$ cat config.mk
export PLATFORM = sky130hd
export DESIGN_NAME = result_writeback
export DESIGN_NICKNAME = d
export VERILOG_FILES = /design/src/rtl/result_writeback.sv
export SDC_FILE = /design/constraint.sdc
export NUM_CORES = 1
export LEC_CHECK = 0
export ABC_AREA = 1
export CORE_MARGIN = 5
export CORE_UTILIZATION = 40
export CTS_BUF_LIST = sky130_fd_sc_hd__clkbuf_4 sky130_fd_sc_hd__clkbuf_8
export DETAILED_ROUTE_END_ITERATION = 6
export GPL_TIMING_DRIVEN = 0
export PLACE_DENSITY = 0.62
export SETUP_SLACK_MARGIN = 0.05
export SLEW_MARGIN = 25
export SYNTH_ARGS = -nofsm -noshare
export SYNTH_HDL_FRONTEND = slang
export SYNTH_SLANG_ARGS = --single-unit
$ cat constraint.sdc
create_clock -name clk -period 8.9 [get_ports clk]
set_input_delay 1.335 -clock clk [delete_from_list [all_inputs] [get_ports clk]]
set_output_delay 1.335 -clock clk [all_outputs]
set_load 0.01 [all_outputs]
$ cat src/rtl/result_writeback.sv
// Requantizes the serial array result stream and writes it to memory at consecutive addresses.
// Latency: an accepted input is presented on w_en/w_addr/w_data the next cycle.
// Backpressure: in_ready drops while the result FIFO is full; writes wait for w_grant.
module rw_fifo #(
  parameter int WIDTH = 16,
  parameter int DEPTH = 8
) (
  input  logic             clk,
  input  logic             reset,
  input  logic             push,
  input  logic [WIDTH-1:0] push_dat,
  input  logic             pop,
  output logic [WIDTH-1:0] pop_dat,
  output logic             empty,
  output logic             full
);
  localparam int PW = $clog2(DEPTH);

  logic [WIDTH-1:0] mem [DEPTH];
  logic [PW:0]      wr_ptr;
  logic [PW:0]      rd_ptr;

  // The extra pointer bit separates full from empty when the indices match.
  assign empty   = (wr_ptr == rd_ptr);
  assign full    = (wr_ptr[PW] != rd_ptr[PW]) && (wr_ptr[PW-1:0] == rd_ptr[PW-1:0]);
  assign pop_dat = mem[rd_ptr[PW-1:0]];

  always_ff @(posedge clk) begin
    if (reset) begin
      wr_ptr <= '0;
      rd_ptr <= '0;
    end else begin
      if (push) wr_ptr <= wr_ptr + 1'b1;
      if (pop)  rd_ptr <= rd_ptr + 1'b1;
    end
  end

  always_ff @(posedge clk) begin
    if (push) mem[wr_ptr[PW-1:0]] <= push_dat;
  end
endmodule

module result_writeback #(
  parameter int ADDR_SIZE  = 12,
  parameter int WORD_SIZE  = 16,
  parameter int FIFO_DEPTH = 8,
  parameter int CNT_SIZE   = 8
) (
  input  logic                 clk,
  input  logic                 reset,
  input  logic                 start,
  input  logic [ADDR_SIZE-1:0] base_addr,
  input  logic [CNT_SIZE-1:0]  count,
  input  logic [3:0]           shift,
  input  logic [WORD_SIZE-1:0] zero_point,
  input  logic                 in_valid,
  input  logic [WORD_SIZE-1:0] in_data,
  output logic                 in_ready,
  output logic                 w_en,
  output logic [ADDR_SIZE-1:0] w_addr,
  output logic [WORD_SIZE-1:0] w_data,
  input  logic                 w_grant,
  output logic                 busy,
  output logic                 done
);
  typedef enum logic [1:0] {IDLE, RUN, DRAIN, DONE} state_t;

  localparam logic [CNT_SIZE-1:0] CNT_ONE = {{(CNT_SIZE-1){1'b0}}, 1'b1};

  state_t                state, state_nxt;
  logic [ADDR_SIZE-1:0]  base_q;
  logic [CNT_SIZE-1:0]   count_q;
  logic [3:0]            shift_q;
  logic [WORD_SIZE-1:0]  zp_q;
  logic [CNT_SIZE-1:0]   acc_cnt;
  logic [CNT_SIZE-1:0]   wr_cnt;

  logic                  push, pop;
  logic                  fifo_empty, fifo_full;
  logic [WORD_SIZE-1:0]  head_dat;
  logic signed [WORD_SIZE-1:0] shifted;
  logic signed [WORD_SIZE:0]   sum;
  logic [WORD_SIZE-1:0]  sat_dat;

  // One guard bit is enough: shifted and zero_point are both in word range.
  assign shifted = $signed(in_data) >>> shift_q;
  assign sum     = {shifted[WORD_SIZE-1], shifted} + {zp_q[WORD_SIZE-1], zp_q};

  always_comb begin
    sat_dat = sum[WORD_SIZE-1:0];
    if (sum[WORD_SIZE] != sum[WORD_SIZE-1])
      sat_dat = sum[WORD_SIZE] ? {1'b1, {(WORD_SIZE-1){1'b0}}} : {1'b0, {(WORD_SIZE-1){1'b1}}};
  end

  rw_fifo #(.WIDTH(WORD_SIZE), .DEPTH(FIFO_DEPTH)) u_fifo (
    .clk      (clk),
    .reset    (reset),
    .push     (push),
    .push_dat (sat_dat),
    .pop      (pop),
    .pop_dat  (head_dat),
    .empty    (fifo_empty),
    .full     (fifo_full)
  );

  always_comb begin
    state_nxt = state;
    in_ready  = (state == RUN) && !fifo_full && (acc_cnt != count_q);
    w_en      = ((state == RUN) || (state == DRAIN)) && !fifo_empty;
    busy      = (state != IDLE);
    done      = (state == DONE);
    push      = in_valid && in_ready;
    pop       = w_en && w_grant;
    w_addr    = w_en ? base_q + ADDR_SIZE'(wr_cnt) : '0;
    w_data    = w_en ? head_dat : '0;
    case (state)
      IDLE:    if (start) state_nxt = (count == '0) ? DONE : RUN;
      RUN:     if (push && (acc_cnt + CNT_ONE == count_q)) state_nxt = DRAIN;
      DRAIN:   if (pop && (wr_cnt + CNT_ONE == count_q)) state_nxt = DONE;
      DONE:    state_nxt = IDLE;
      default: state_nxt = IDLE;
    endcase
  end

  always_ff @(posedge clk) begin
    if (reset) begin
      state   <= IDLE;
      base_q  <= '0;
      count_q <= '0;
      shift_q <= '0;
      zp_q    <= '0;
      acc_cnt <= '0;
      wr_cnt  <= '0;
    end else begin
      state <= state_nxt;
      if (state == IDLE && start) begin
        base_q  <= base_addr;
        count_q <= count;
        shift_q <= shift;
        zp_q    <= zero_point;
        acc_cnt <= '0;
        wr_cnt  <= '0;
      end else begin
        if (push) acc_cnt <= acc_cnt + CNT_ONE;
        if (pop)  wr_cnt  <= wr_cnt + CNT_ONE;
      end
    end
  end
endmodule

# ---- Word-level counts from Yosys, hierarchy flattened
# Memories as Yosys holds them, arrays and structs flattened. A register that Yosys moved wholly into a read port is not among the register bits.
# Index checks and enable logic that the tools add are counted.
dict set report op_classes {
  reduce_logical 17
  addsub 6
  shift 1
  muxes 13
  n_eq_ne 13
}
# cell n
set op_table {}
lappend op_table {{$mux 16} 3}
lappend op_table {{$add 16x16->17} 1}
lappend op_table {{$add 8x1->8 const B} 2}
lappend op_table {{$eq 8x8->1} 2}
lappend op_table {{$sshr 16x4->16} 1}
lappend op_table {{$add 12x8->12} 1}
lappend op_table {{$mux 12} 1}
lappend op_table {{$logic_and 1x1->1} 9}
lappend op_table {{$add 4x1->4 const B} 2}
lappend op_table {{$logic_not 8->1} 1}
lappend op_table {{$mux 2} 4}
lappend op_table {{$ne 8x8->1} 1}
lappend op_table {{$pmux 2 s4} 1}
lappend op_table {{$mux 3} 2}
lappend op_table {{$eq 2x2->1 const B} 2}
lappend op_table {{$eq 4x4->1} 1}
lappend op_table {{$ne 2x1->1 const B} 2}
lappend op_table {{$eq 3x3->1} 1}
lappend op_table {{$reduce_and 3->1} 1}
lappend op_table {{$eq 2x1->1 const B} 1}
lappend op_table {{$logic_not 1->1} 2}
lappend op_table {{$logic_not 2->1} 1}
lappend op_table {{$mux 1} 2}
lappend op_table {{$ne 1x1->1} 2}
lappend op_table {{4 further kinds} 4}
dict set report word_totals {
  ramBits 128
  in_bits 61
  memories 1
  elab_cells 60
  register_bits 66
  output_inout_bits 32
}
# memory words word_bits rd rd_clocked_by_memory_dff write_ports line
set memory_table {}
lappend memory_table {u_fifo.mem 8 16 1 1 1 19} ;# logic [WIDTH-1:0] mem [DEPTH];

# ---- Depth between registers and ports, before layout
# Gate-level depths: netlist of run 1.
dict set report logic_depth {
  word_depth 9
  ltp_mapped 25
  depth_no_buf 22
}

# ---- By module
# From an unflattened synthesis of run 1, not the netlist that was laid out.
dict set report hier_totals {
  hier_cells 1438
  hier_area_um2 11019.3
}
# mod area_per_inst_um2 n_inst seq_area_each_um2 cells_each
set modules_own_cells {}
lappend modules_own_cells {rw_fifo 6097.1 1 4063.9 621}
lappend modules_own_cells {result_writeback 4922.2 1 1161.1 817}

# ---- Least setup slack after synthesis of run 1
# Ideal clock, no wire load.
dict set report synth_timing {
  path_type {in2reg}
  start {in in_data[12]}
  end {mem u_fifo.mem[0][11] (data pin)}
  setup_ps 283
  cell_stages 22
  setup_slack_ps 4877
  required_time_ps 8617
  arrival_time_ps 3739
  path_buffers 1
  path_cell_list {inv_1 -> o21ai_0 -> o21ai_0 -> mux2i_1 -> nand2_1 -> o21ai_0 -> ha_1 -> inv_1 -> fa_1 -> inv_1 -> nand3_1 -> nand2_1 -> a21oi_2 -> o21ai_2 -> nand3_2 -> nand2_1 -> nand2_1 -> nand2_2 -> nand2_1 -> buf_2 -> nand2_1 -> nand2_1}
}
dict set report synth_via {
  elab_chain_cells 4
  elab_cells_between_ends 5
  cone_classes {add/sub: 1; eq/ne: 1; shift: 1; mux: 2}
}
# item line
set synth_rtl {}
lappend synth_rtl {{from (decl)} 57} ;# input logic [WORD_SIZE-1:0] in_data,
lappend synth_rtl {{$sshr 16x4->16 *} 86} ;# assign shifted = $signed(in_data) >>> shift_q;
lappend synth_rtl {{$add 16x16->17 *} 87} ;# assign sum = {shifted[WORD_SIZE-1], shifted} + {zp_q[WORD_SIZE-1], zp_q};
lappend synth_rtl {{$mux 16 or $ne 1x1->1 (tied branches)} {92, 91}}
lappend synth_rtl {{$mux 16 *} 91} ;# if (sum[WORD_SIZE] != sum[WORD_SIZE-1])
lappend synth_rtl {{via sat_dat[11]} 83} ;# logic [WORD_SIZE-1:0] sat_dat;
lappend synth_rtl {{to (decl)} 19}
# Mark *: on every way through the listed nets, which the timed path passes. The rest lies on a longest branch.

# ---- Worst setup path in the final report of run 1
dict set report layout_timing {
  start {in in_data[15]}
  end {mem u_fifo.mem[0][7] (data pin)}
}
# Same word-level chain as after synthesis.

==> out/metrics.yaml, run 1 <==
gr-usage-met2_pct: 31.47
netlist.area_leader.share_pct: 37.95
drt_iter0_markers: 572
drive_gt1_share_pct: 4.962
cts_tree: "done"
slew_violations: 0
clockRootBuffer: "clkbuf_8"
finalSetupViolCount: 0
yosysUniqueCellTypes: 46
worstPathArrival_ns: 4.89
route.detailed.wl_per_inst_um: 16.28
die_h_um: 169.1
powerDensity_mw_per_mm2: 283.7
core_area_mm2: 0.02504
dp.final_hpwl_mm: 19.99
synthArstFlopShare_pct: 0
cts.repair.resized: 0
yosysWarnings: 0
synth_top_cells_by_area: "edfxtp_1, dfxtp_1, nand2_1, o21ai_0, nor2_1"
crit_path_start_kind: "input pin"
cts_hold_buf: 0
initial_core_util_pct: 40.45
syn_area_per_cell_um2: 8.462
whs_ns: 0.4815
worstSetupEndpointType: "flip-flop"
clkSinkCount: 197
syn_inst: 1197
fin_crit_sh_pct: 53.29
wl_mm: 27.03
path_max_fanout: 10
syn2layout_area_growth_pct: 18.79
drc: 0
cts_made_buffers: 17
synth_nets: 1293
p_leak_uw: 0.004720
clk_latency_ns: 0.48
max_freq_ghz: 0.2108
antenna_found_initial: 1
synth_area_mm2: 0.01013
num-nets-final: 1413
grt_use_met1_pct: 25.15
diodes: 0
setup_tns_ns: 0
grt_overflow: 0
post-synth-top-area-cell: "edfxtp_1"
detail-route-antenna-nets: 0
stdcell_count: 1660
first_pass_iters: 5
tightest_slew_ns: 0.8949
grt_pass1_vias: 8161
port_buffers: 92
final_util_pct: 48.06
worst_ir_drop_vdd_uv: 112.4
gr-usage-all-layers_pct: 18.87
skew_ns: 0.02445
chipWidth_um: 169.1
drv_cap: 0
cp.required_ns: 9.05
grt_use_met3_pct: 4.040
rows: 58
grt_max_degree: 25
worstSetupPathType: "in -> reg"
ys_seq_area_share_pct: 51.59
htree_num_levels: 4
gp_congestion: 0.9097
cts_max_path_buffers: 2
synth-edff-count: 128
synth_seq_cells: 197
hp-class: "reg -> reg"
drt-vias-per-instance: 5.086
dp.cells: 1628
design.die.area_mm2: 0.02860
vias: 8442
grt_setup_unrepaired: "false"
cts.reportedPaths.clkPinSlew_ns: 0.11
max_slew_margin_pct: 40.27
synth_flop_cell: "edfxtp_1"
status: "completed"
period_needed_ns: 4.743
top_usage_layer: "met2"
cts_setup_buffers: 0
grt_pass1_wl_mm: 42.71
num_io_pins: 93
fill_cells: 2407
finalHoldViolCount: 0
==> cell families (layout without fill, tap and decap cells) <==
logic type | after synthesis | after routing | synth area share [%]
mux | 4 | 4 | 0.3953
flops | 197 | 197 | 51.59
compound gates | 263 | 263 | 14.94
xor+xnor | 24 | 24 | 2.075
simple gates | 530 | 530 | 20.94
buf+inv | 144 | 277 | 5.596
fa+ha+maj | 35 | 35 | 4.472
==> sequential cells by signal, summed over array words and instances, names as in the netlist, 8 cells and up, named ones only <==
name        flops
acc_cnt         8
base_q         12
count_q         8
u_fifo.mem    128
wr_cnt          8
zp_q           16
==> final timing paths <==
path                                        from               end  slack (ns)  depth (start not counted)
worst max-delay path                 in_data[15]  u_fifo.mem[0][7]        4.16                         23
worst min-delay path            u_fifo.wr_ptr[3]  u_fifo.wr_ptr[3]        0.48                          1
worst max register to register        shift_q[1]  u_fifo.mem[0][7]        4.78                         22
worst min register to register  u_fifo.wr_ptr[3]  u_fifo.wr_ptr[3]        0.48                          1
==> cell usage after synthesis (all sizes together) (3+ instances only) <==
cell and n:
edfxtp 128, nor4 3, xor2 13, xnor2 11, a32o 16, a32oi 17
nand2 329, nand3 42, mux2i 4, dfxtp 69, buf 11, ha 33
o21bai 6, a21oi 95, inv 91, a31oi 4, nor2 132, clkbuf 42
nand4 7, o21ai 116, nor3 8
==> area by class of cell <==
class / instances / area [um^2] / area share, %
sequential: 197 / 5225 / 43.43
multi-input combinational: 856 / 4365 / 36.28
timing repair buffer: 101 / 1011 / 8.403
tap: 330 / 412.9 / 3.432
inverter: 91 / 341.6 / 2.839
clock buffer: 17 / 234.0 / 1.945
buffer: 53 / 225.2 / 1.872
clock inverter: 15 / 216.5 / 1.799
==> cell usage in the layout, fill, tap and decap left out, types with 7 or more instances in the layout <==
cell               n
ha_1              33
xnor2_1           11
a32o_1            16
clkbuf_1          42
nor2_2             7
dfxtp_1           69
o21ai_0          115
nor2_1           124
nor3_1             7
clkbuf_8          17
buf_2              9
edfxtp_1         128
clkdlybuf4s50_1   92
nand3_1           41
a21oi_1           94
xor2_1            13
inv_1             90
nand2_1          327
nand4_1            7
a32oi_1           17
==> metal layers <==
layer / wire length, um / vias up
met5: 11 / -
met4: 447 / 2
met3: 1435 / 29
met2: 12810 / 193
met1: 12320 / 3905
li1: - / 4313
==> metrics by stage <==
stage	setup slack (ns)	total power [uW]	area, um^2
floorplan	4.877	2316	10130
global placement	2.939	2780	11460
detailed placement	3.669	2805	11580
CTS	4.202	3421	12030
global route	3.843	3663	12030
finish	4.157	3414	12030
==> where the power goes <==
group	total (uW)	internal, uW	switching, uW	leakage, uW
logic	1430	462	973	0.00278
clock network	622	231	391	0.000220
registers	1360	1300	57.6	0.00172
total	3410	1990	1420	0.00472
==> worst max-delay path: stages <==
cell and delay, ns:
clkdlybuf4s50_1 0.59, mux2i_1 0.14, nand2_1 0.07, o21ai_0 0.11
mux2i_1 0.22, nand2_1 0.07, o21ai_0 0.10, ha_1 0.20
inv_1 0.05, fa_1 0.40, inv_1 0.08, nand3_1 0.06
nand2_1 0.11, a21oi_2 0.08, o21ai_2 0.20, nand3_2 0.10
nand2_1 0.07, nand2_1 0.05, nand2_2 0.15, nand2_1 0.17
buf_2 0.22, nand2_1 0.07, nand2_1 0.22
(Power assumes the default switching activity.)
==> inputs of run 2 (changes only) <==
==> constraint.sdc (replaced) <==
create_clock -name clk -period 4.7 [get_ports clk]
set_input_delay 0.705 -clock clk [delete_from_list [all_inputs] [get_ports clk]]
set_output_delay 0.705 -clock clk [all_outputs]
set_load 0.01 [all_outputs]
==> results of run 2 <==
Same layout as run 1 (identical final DEF). Status: completed.
Main changes from that run: setup slack after placement 3.669 ns -> 0.09926 ns; setup slack after layout 4.157 ns -> 0.5770 ns; start point of the critical path in_data[15] -> shift_q[1]; register-to-register setup slack 4.78 ns -> 0.58 ns; total power 3414 uW -> 6464 uW; worst IR drop on VDD 112.4 uV -> 212.8 uV
